File: src/rtl/macro_select_ctrl.sv
// Shares one Wishbone slave port and one pad set among N_MACRO macros; control ack 1 cycle, forwarded ack 1 cycle after macro ack or TIMEOUT+1.
// One access at a time: upstream waits while a forward is in flight; owner switch is break-before-make with a tri-state guard.
module macro_select_ctrl #(
    parameter int          N_MACRO      = 4,
    parameter int          IO_W         = 38,
    parameter int          GUARD_CYCLES = 16,
    parameter int          TIMEOUT      = 255,
    parameter logic [31:0] CTRL_BASE    = 32'h3000_0000
) (
    input  logic                    wb_clk_i,
    input  logic                    wb_rst_n_i,
    input  logic                    wbs_stb_i,
    input  logic                    wbs_cyc_i,
    input  logic                    wbs_we_i,
    input  logic [3:0]              wbs_sel_i,
    input  logic [31:0]             wbs_adr_i,
    input  logic [31:0]             wbs_dat_i,
    output logic                    wbs_ack_o,
    output logic [31:0]             wbs_dat_o,
    output logic [N_MACRO-1:0]      m_stb_o,
    input  logic [N_MACRO-1:0]      m_ack_i,
    input  logic [32*N_MACRO-1:0]   m_dat_i,
    input  logic [IO_W*N_MACRO-1:0] m_io_out_i,
    input  logic [IO_W*N_MACRO-1:0] m_io_oeb_i,
    output logic [IO_W-1:0]         io_out_o,
    output logic [IO_W-1:0]         io_oeb_o,
    output logic [N_MACRO-1:0]      active_o,
    output logic                    err_o
);
    localparam int          IDX_W   = (N_MACRO > 1) ? $clog2(N_MACRO) : 1;
    localparam logic [7:0]  N8      = 8'(N_MACRO);
    localparam logic [7:0]  G8      = 8'(GUARD_CYCLES);
    localparam logic [7:0]  TO_LAST = 8'(TIMEOUT - 1);
    localparam logic [31:0] BAD_DAT = 32'hDEAD_BEEF;

    typedef enum logic [1:0] {ST_IDLE = 2'd0, ST_GUARD = 2'd1, ST_ACTIVE = 2'd2} state_t;

    state_t             state_q, state_d;
    logic [7:0]         cnt_q, cnt_d;
    logic [IDX_W-1:0]   pend_q, pend_d;
    logic [IDX_W-1:0]   owner_q, owner_d;
    logic               busy_q;
    logic [7:0]         tcnt_q;
    logic               err_q;

    logic               accept, is_ctrl, sel_wr, sts_wr, is_active;
    logic               done_ack, done_to, err_set, err_clr;
    logic [N_MACRO-1:0] onehot;
    logic [7:0]         pend8, owner8;
    logic [31:0]        ctrl_rd;
    logic               unused_in;

    assign unused_in = ^{wbs_sel_i, wbs_dat_i[31:8]};

    // A new access is taken only when idle and not in the ack cycle of the previous one.
    assign accept    = wbs_stb_i && wbs_cyc_i && !wbs_ack_o && !busy_q;
    assign is_ctrl   = (wbs_adr_i[31:8] == CTRL_BASE[31:8]);
    assign sel_wr    = accept && is_ctrl && wbs_we_i && (wbs_adr_i[7:0] == 8'h00);
    assign sts_wr    = accept && is_ctrl && wbs_we_i && (wbs_adr_i[7:0] == 8'h04);
    assign is_active = (state_q == ST_ACTIVE);
    assign pend8     = 8'(pend_q);
    assign owner8    = 8'(owner_q);
    assign onehot    = {{(N_MACRO-1){1'b0}}, 1'b1} << owner_q;

    assign active_o  = is_active ? onehot : '0;
    assign m_stb_o   = busy_q ? onehot : '0;
    assign err_o     = err_q;

    // Macro ack beats a timeout expiring on the same cycle.
    assign done_ack  = busy_q && m_ack_i[owner_q];
    assign done_to   = busy_q && !m_ack_i[owner_q] && (tcnt_q == TO_LAST);
    assign err_set   = done_to || (accept && !is_ctrl && !is_active);
    assign err_clr   = sts_wr && wbs_dat_i[2];

    always_comb begin
        ctrl_rd = 32'h0;
        case (wbs_adr_i[7:0])
            8'h00:   ctrl_rd = is_active ? {24'h0, owner8} : 32'h0000_00FF;
            8'h04:   ctrl_rd = {16'h0, pend8, 5'h0, err_q, state_q};
            default: ctrl_rd = 32'h0;
        endcase
    end

    always_comb begin
        state_d = state_q;
        cnt_d   = cnt_q;
        pend_d  = pend_q;
        owner_d = owner_q;
        if (state_q == ST_GUARD) begin
            if (cnt_q == 8'd0) begin
                state_d = ST_ACTIVE;
                owner_d = pend_q;
            end else begin
                cnt_d = cnt_q - 8'd1;
            end
        end
        if (sel_wr) begin
            if (wbs_dat_i[7:0] >= N8) begin
                state_d = ST_IDLE;
            end else if (!(is_active && (wbs_dat_i[7:0] == owner8))) begin
                state_d = ST_GUARD;
                cnt_d   = G8;
                pend_d  = wbs_dat_i[IDX_W-1:0];
            end
        end
    end

    always_ff @(posedge wb_clk_i) begin
        if (!wb_rst_n_i) begin
            state_q <= ST_IDLE;
            cnt_q   <= 8'd0;
            pend_q  <= '0;
            owner_q <= '0;
        end else begin
            state_q <= state_d;
            cnt_q   <= cnt_d;
            pend_q  <= pend_d;
            owner_q <= owner_d;
        end
    end

    // Pads drive only while ownership is stable across this edge, so they follow active_o in and leave with it.
    always_ff @(posedge wb_clk_i) begin
        if (!wb_rst_n_i) begin
            io_out_o <= '0;
            io_oeb_o <= '1;
        end else if (is_active && (state_d == ST_ACTIVE)) begin
            io_out_o <= m_io_out_i[IO_W*owner_q +: IO_W];
            io_oeb_o <= m_io_oeb_i[IO_W*owner_q +: IO_W];
        end else begin
            io_out_o <= '0;
            io_oeb_o <= '1;
        end
    end

    always_ff @(posedge wb_clk_i) begin
        if (!wb_rst_n_i) begin
            busy_q    <= 1'b0;
            tcnt_q    <= 8'd0;
            wbs_ack_o <= 1'b0;
            wbs_dat_o <= 32'h0;
            err_q     <= 1'b0;
        end else begin
            wbs_ack_o <= 1'b0;
            if (done_ack) begin
                busy_q    <= 1'b0;
                wbs_ack_o <= 1'b1;
                wbs_dat_o <= m_dat_i[32*owner_q +: 32];
            end else if (done_to) begin
                busy_q    <= 1'b0;
                wbs_ack_o <= 1'b1;
                wbs_dat_o <= BAD_DAT;
            end else if (busy_q) begin
                tcnt_q <= tcnt_q + 8'd1;
            end else if (accept) begin
                if (is_ctrl) begin
                    wbs_ack_o <= 1'b1;
                    wbs_dat_o <= ctrl_rd;
                end else if (is_active) begin
                    busy_q <= 1'b1;
                    tcnt_q <= 8'd0;
                end else begin
                    wbs_ack_o <= 1'b1;
                    wbs_dat_o <= BAD_DAT;
                end
            end
            if (err_set) begin
                err_q <= 1'b1;
            end else if (err_clr) begin
                err_q <= 1'b0;
            end
        end
    end
endmodule

File: config.mk
export PLATFORM = sky130hd
export DESIGN_NAME = macro_select_ctrl
export DESIGN_NICKNAME = d
export VERILOG_FILES = /design/src/rtl/macro_select_ctrl.sv
export SDC_FILE = /design/constraint.sdc
export NUM_CORES = 1
export LEC_CHECK = 0
export CAP_MARGIN = 15
export CORE_AREA = 2 2 245 247
export DETAILED_ROUTE_END_ITERATION = 10
export DIE_AREA = 0 0 247 249
export GPL_TIMING_DRIVEN = 0
export SYNTH_ARGS = -nofsm -noshare
export SYNTH_HDL_FRONTEND = slang
export SYNTH_SLANG_ARGS = --single-unit
File: constraint.sdc
create_clock -name wb_clk_i -period 2.7 [get_ports wb_clk_i]
set_clock_uncertainty 0.2 [all_clocks]
set_input_delay 0.54 -clock wb_clk_i [delete_from_list [all_inputs] [get_ports wb_clk_i]]
set_output_delay 0.54 -clock wb_clk_i [all_outputs]
set_load 0.02 [all_outputs]
==> results of run 1 <==
[state kept, by name (all words and copies together) (netlist names), 2 cells and up]
| name | cells |
|---|---|
| owner_q | 2 |
| io_out_o | 38 |
| tcnt_q | 8 |
| pend_q | 2 |
| wbs_dat_o | 32 |
| io_oeb_o | 38 |
| cnt_q | 8 |
| state_q | 2 |
[cells in the final DEF (no fill, tap or decap), types with 3 or more instances in the layout]
| master | count |
|---|---|
| o21a_1 | 19 |
| dfxtp_1 | 132 |
| buf_8 | 3 |
| nor2_1 | 28 |
| a21oi_1 | 29 |
| xnor2_1 | 9 |
| buf_2 | 18 |
| a32oi_1 | 6 |
| or2_2 | 36 |
| mux4_2 | 109 |
| buf_4 | 14 |
| clkbuf_1 | 17 |
| bufinv_16 | 4 |
| o221a_2 | 4 |
| nor3_1 | 11 |
| nand3_1 | 14 |
| nor2b_1 | 39 |
| clkinv_4 | 4 |
| nor4_1 | 4 |
| ha_1 | 4 |
| mux2i_1 | 6 |
| clkbuf_16 | 19 |
| inv_1 | 5 |
| clkbuf_2 | 4 |
| nand3b_1 | 6 |
| o211ai_1 | 3 |
| nand4_1 | 4 |
| or3_1 | 4 |
| buf_6 | 4 |
| nand2_1 | 29 |
| buf_12 | 5 |
| o21ai_0 | 7 |
| a31oi_1 | 4 |
| clkdlybuf4s50_1 | 588 |
| and3_1 | 6 |
[per-layer routing]
metal | GRT usage (%) | vias to the layer above | part of all wire, % | routed length (µm)
li1 | - | 3643 | - | -
met1 | 14.57 | 3922 | 37 | 16160
met2 | 23.88 | 516 | 49 | 21540
met3 | 4.320 | 68 | 9.6 | 4182
met4 | 7.556 | 2 | 4.2 | 1817
met5 | 0 | - | 0.023 | 10
[worst max-delay path by stage]
stage / endpoint / startpoint / slack (ns)
after floorplan: wbs_dat_o[28] / wbs_adr_i[13] / 0.27
after global placement: active_o[3] / owner_q[1] / -1.87
after detailed placement: active_o[3] / owner_q[1] / -1.24
after CTS: io_oeb_o[3] / wbs_adr_i[6] / 0.0009
after global routing: io_oeb_o[0] / owner_q[0] / 0.0004
final: io_out_o[34] / wbs_adr_i[7] / 0.007
[kinds of logic (layout without fill, tap and decap cells)]
family                   count (synthesis)  count (layout)  synth area share (%)
AO/OA/AOI/OAI                           89              89                 8.385
XOR/XNOR                                11              11                 1.294
adder cells (fa/ha/maj)                  4               4                0.6722
buffers and inverters                   58             698                 3.932
flip-flops                             133             133                 35.76
multiplexers                           115             115                 33.78
AND/OR/NAND/NOR                        209             209                 16.18
[where the power goes]
part	internal [mW]	leakage (nW)	total [mW]	switching, mW
logic	0.797	3.75	1.08	0.288
clock network	1.58	0.309	2.62	1.04
registers	1.99	1.08	2.01	0.0186
[area by class of cell]
class                           instances  area [µm²]
Tap cell                              773       967.2
Sequential cell                       133        2666
Inverter                                7       30.03
Clock buffer                           18       439.2
Timing Repair Buffer                  611        6101
Clock inverter                         13       196.4
Buffer                                 49       375.4
Fill cell                            6119       43350
Multi-Input combinational cell        428        4559
[what timing repair did]
item                       4_1_cts  5_1_grt
pin swaps                        4        6
gates cloned                     0        1
setup endpoints to repair      119      101
gates resized for setup         74       15
hold buffers                     0        0
buffers inserted                11        2
==> results.toml, run 1 <==
[status]
status = "completed"

[synthesis]
synth_area_leaders = "dfxtp_1 (36%), mux4_2 (33%), nor2b_1 (3.3%)"
synth_top_area_cell = "dfxtp_1"
synth_ff_type = "dfxtp_1"
synth-seq-cells = 133
synth_common_cells = "dfxtp_1 (133), mux4_2 (109), nor2b_1 (39)"
synth_top_cell_area_share_pct = 35.76
yosys_warnings = 0
syn-num-nets = 1132
synthesis.area_um2 = 7446
synth-edff-count = 0
syn_inst = 619
synth_async_sr_flop_share_pct = 0
synth.most_common_cell = "dfxtp_1"
avgSynthCellArea_um2 = 12.03
synth.distinct_cells = 58
yosysSeqAreaShare_pct = 35.76

[routing]
antenna_left = 0
wl_per_cell_um = 21.51
drt_iter0_markers = 429
avgViaCountPerCell = 4.011
drcViolationCount = 0
wl_um = 43710
via_count = 8151
dr.pass1.iters = 5

[clock_network]
root_buffer = "clkbuf_16"
htree_levels = 4
cts_tree = "built"
cts_sinks = 133
clock_latency_ns = 0.46
clk_pin_slew_ns = 0.06
cts_buffers = 17
cts_max_path_buffers = 2

[sta]
fin_crit_sh_pct = 99.72
slew_viol_final = 0
fin_setup_tns_ns = 0
fmax_mhz = 371.4
setup_viol = 0
tightest_slew_ns = 0.8235
final.setup.worst_slack_ns = 0.007439
timing.hold.ws_ns = 0.2708
hold_viol_final = 0
rsz0062_at_grt = "false"
slew_headroom_pct = 45.10
min_period_ns = 2.693

[placed_design]
place_congestion = 0.8881
placed_cell_area_um2 = 14390
place_inst = 1989
port_buffers = 596
dp_slack_ns = -1.245
post-dp-hpwl_um = 36950

[floorplanning]
core_um2 = 58690
core.rowCount = 89
design.die.area_um2 = 61500
die_height_um = 249
start_util_pct = 12.69
pin_count = 627
die_w_um = 247

[finish]
layout-area-overhead-vs-synth_pct = 105.9
final_util_pct = 26.13
final_cells = 2032
n_antenna_cell = 0
final_nets = 1760
fin_area_um2 = 15330
drive_gt1_share_pct = 20.49

[global_route]
grt_usage_pct = 13.71
overflow = 0
grt_max_degree = 17
grt_pass1_wl_um = 59090
antenna_found_initial = 7
grt_pass1_vias = 8836

[setup_path]
timing.rr.end = "wbs_dat_o[31]"
crit_required_ns = 2.85
r2r_cells = 8
worstSetupPathType = "input pin to flip-flop"
critical_path.top_delay_family = "simple AND/OR/NAND/NOR gates"
cp_cell_sequence = "clkdlybuf4s50_1, or4_4, nor4b_4, nand4_1, o211ai_4, buf_12, buf_12, buf_4, nor2b_1"
critPathSlowestCell = "or4_4"
reg2reg_from = "owner_q[0]"
cp_common_cell = "buf_12"
crit_path_start_kind = "input pin"
worstPathMaxFanout = 6
rrSetupSlack_ns = 0.12
worst-path-stages = 9
endpoint_kind = "flip-flop"
crit_buf_inv = 4
max_stage_delay_ns = 0.59
cp.arrival_ns = 2.85

[min_path]
whs_endpoint = "wbs_dat_o[21]"
min_path_type = "flip-flop to flip-flop"
min_from = "wbs_dat_o[21]"
min_path_cells = 1

[job]
maxCapViolCount = 0

[pwr]
pwr_density_cell_nw_per_um2 = 372.7
ir_drop_uv = 455.6
cellLeakagePower_nw = 5.139
total_power_mw = 5.716
Note: power is estimated with default switching activity, not from simulation.
==> inputs of run 2 (changes only) <==
CTS_CLUSTER_SIZE = 28   (was unset)
GPL_TIMING_DRIVEN = unset   (was 0)
SLEW_MARGIN = 30   (was unset)
==> run 2 against run 1 <==
Effect of this change:
- highest routed layer unchanged
- critical path type unchanged
- worst setup slack improved by 0.14 ns
- flip-flop and latch count did not move
- maximum frequency rose by 5.5%
- register-to-register slack improved by 0.26 ns
- final cell count rose by 0.15%
- die area did not move
- final area rose by 0.43%
- core utilization rose by 0.11 points
- sequential share of layout area fell by 0.051 points
==> results.toml, run 2 (synthesis results as in run 1) <==
[clock_network]
clk_pin_slew_ns = 0.06
clock_latency_ns = 0.46
cts_sinks = 133
cts_tree = "built"
htree_levels = 4
cts_post_setup_buffers_inserted = 0
cts_max_path_buffers = 2
root_buffer = "clkbuf_16"
cts_buffers = 17
ctsHoldBuffers = 0

[routing]
drt_iter0_markers = 339
wl_um = 38800
wl_per_cell_um = 19.07
drcViolationCount = 0
avgViaCountPerCell = 3.909
dr.pass1.iters = 4
antenna_left = 0
via_count = 7955

[global_route]
grt_usage_pct = 12.26
grt_pass1_wl_um = 54470
grt_max_degree = 57
overflow = 0
antenna_found_initial = 6
grt_pass1_vias = 8597

[sta]
rsz0062_at_grt = "false"
fmax_mhz = 391.7
tightest_slew_ns = 0.5933
hold_viol_final = 0
slew_headroom_pct = 60.08
slew_viol_final = 0
final.setup.worst_slack_ns = 0.1471
setup_viol = 0
fin_crit_sh_pct = 94.55
min_period_ns = 2.553
timing.hold.ws_ns = 0.2653

[pwr]
seqPwrFrac_pct = 35.6
total_power_mw = 5.640
ir_drop_uv = 459.8
cellLeakagePower_nw = 5.211
p_int_mw = 4.393
p_clk_share_pct = 45.0
comb_power_share_pct = 19.4
p_sw_share_pct = 22.10
pwr_density_cell_nw_per_um2 = 366.2
p_sw_mw = 1.246

[floorplanning]
design.die.area_um2 = 61500
pin_count = 627
core_um2 = 58690
die_w_um = 247
start_util_pct = 12.69
die_height_um = 249
core.rowCount = 89

[setup_path]
cp.arrival_ns = 2.76
endpoint_kind = "flip-flop"
cp_cell_sequence = "clkdlybuf4s50_1, or4_1, nor2_1, nand4_1, o211ai_4, buf_12, buf_12, or2_2"
crit_path_start_kind = "input pin"
cp_common_cell = "buf_12"
worstPathMaxFanout = 25
critPathSlowestCell = "or4_1"
max_stage_delay_ns = 0.56
rrSetupSlack_ns = 0.38
worstSetupPathType = "input pin to flip-flop"
crit_required_ns = 2.91

[finish]
final_cell_mix = "clkdlybuf4s50_1 (590), dfxtp_1 (131), mux4_2 (109)"
drive_gt1_share_pct = 20.16
layout-area-overhead-vs-synth_pct = 106.8
top_regs = "io_oeb_o: 38 flops, io_out_o: 38 flops, wbs_dat_o: 32 flops"
layout_commonest_cell = "clkdlybuf4s50_1"
final_nets = 1761
fin_area_um2 = 15400
final_util_pct = 26.24

[placed_design]
placed_cell_area_um2 = 14770
post-dp-hpwl_um = 32850
dp_slack_ns = -0.3298
port_buffers = 598
place_congestion = 0.9024

[job]
maxCapViolCount = 0

[min_path]
min_path_type = "flip-flop to flip-flop"

[status]
status = "completed"
==> run 2: cell count changes in the layout (fill, tap and decap cells not counted), sizes merged <==
cell | before | now
clkbuf | 43 | 20
clkinv | 6 | 4
dlygate4sd2 | 0 | 7
clkdlybuf4s15 | 2 | 0
clkinvlp | 2 | 3
diode | 0 | 2
buf | 45 | 63
dlymetal6s2s | 0 | 1
clkdlybuf4s50 | 588 | 590
inv | 8 | 7
==> run 2: final timing paths <==
check | endpoint | startpoint | cells after the start
max | io_oeb_o[29] | wbs_adr_i[13] | 8
min | wbs_dat_o[19] | wbs_dat_o[19] | 1
max reg2reg | tcnt_q[7] | owner_q[0] | 5
min reg2reg | wbs_dat_o[19] | wbs_dat_o[19] | 1
==> run 2: area by class of cell <==
| cell class | instances | area, µm² |
|---|---|---|
| inverter | 7 | 26.28 |
| timing repair buffer | 661 | 6603 |
| tap | 773 | 967.2 |
| sequential | 133 | 2670 |
| clock buffer | 20 | 456.7 |
| antenna | 2 | 5.005 |
| clock inverter | 11 | 173.9 |
| fill | 6114 | 43280 |
| multi-input combinational | 428 | 4499 |
==> run 2: metrics by stage <==
step | TNS (ns) | instances
4_1_cts | 0 | 2033
2_1_floorplan | 0 | 619
5_1_grt | 0 | 2033
6_report | 0 | 2035
3_5_place_dp | -30.57 | 2002
3_3_place_gp | -30.58 | 2002
==> run 2: power groups by stage <==
stage | sequential (mW) | combinational [mW] | clock, mW
floorplan | 2.08 | 0.195 | 0
global placement | 2.05 | 1.09 | 0
detailed placement | 2.05 | 1.09 | 0
CTS | 2.01 | 1.10 | 2.65
global route | 2.01 | 1.15 | 2.74
finish | 2.01 | 1.09 | 2.54
==> run 2: what timing repair did <==
action / 4_1_cts / 5_1_grt
endpoints found under the hold margin: 0 / 0
pin swaps: 0 / 0
endpoints found under the setup margin: 7 / 1
resized for setup: 7 / 1
==> run 2: critical path, delay by kind of cell <==
kind | cells | cell delay (ns)
compound gates | 1 | 0.23
buf+inv | 3 | 0.77
simple gates | 4 | 1.18
==> run 2: per-layer routing <==
| layer | vias up | wire [µm] | global-route usage (%) |
|---|---|---|---|
| met5 | - | 27 | 0 |
| met4 | 4 | 1246 | 5.783 |
| met3 | 61 | 4116 | 4.169 |
| met2 | 485 | 19370 | 21.60 |
| met1 | 3771 | 14050 | 13.03 |
| li1 | 3634 | - | - |
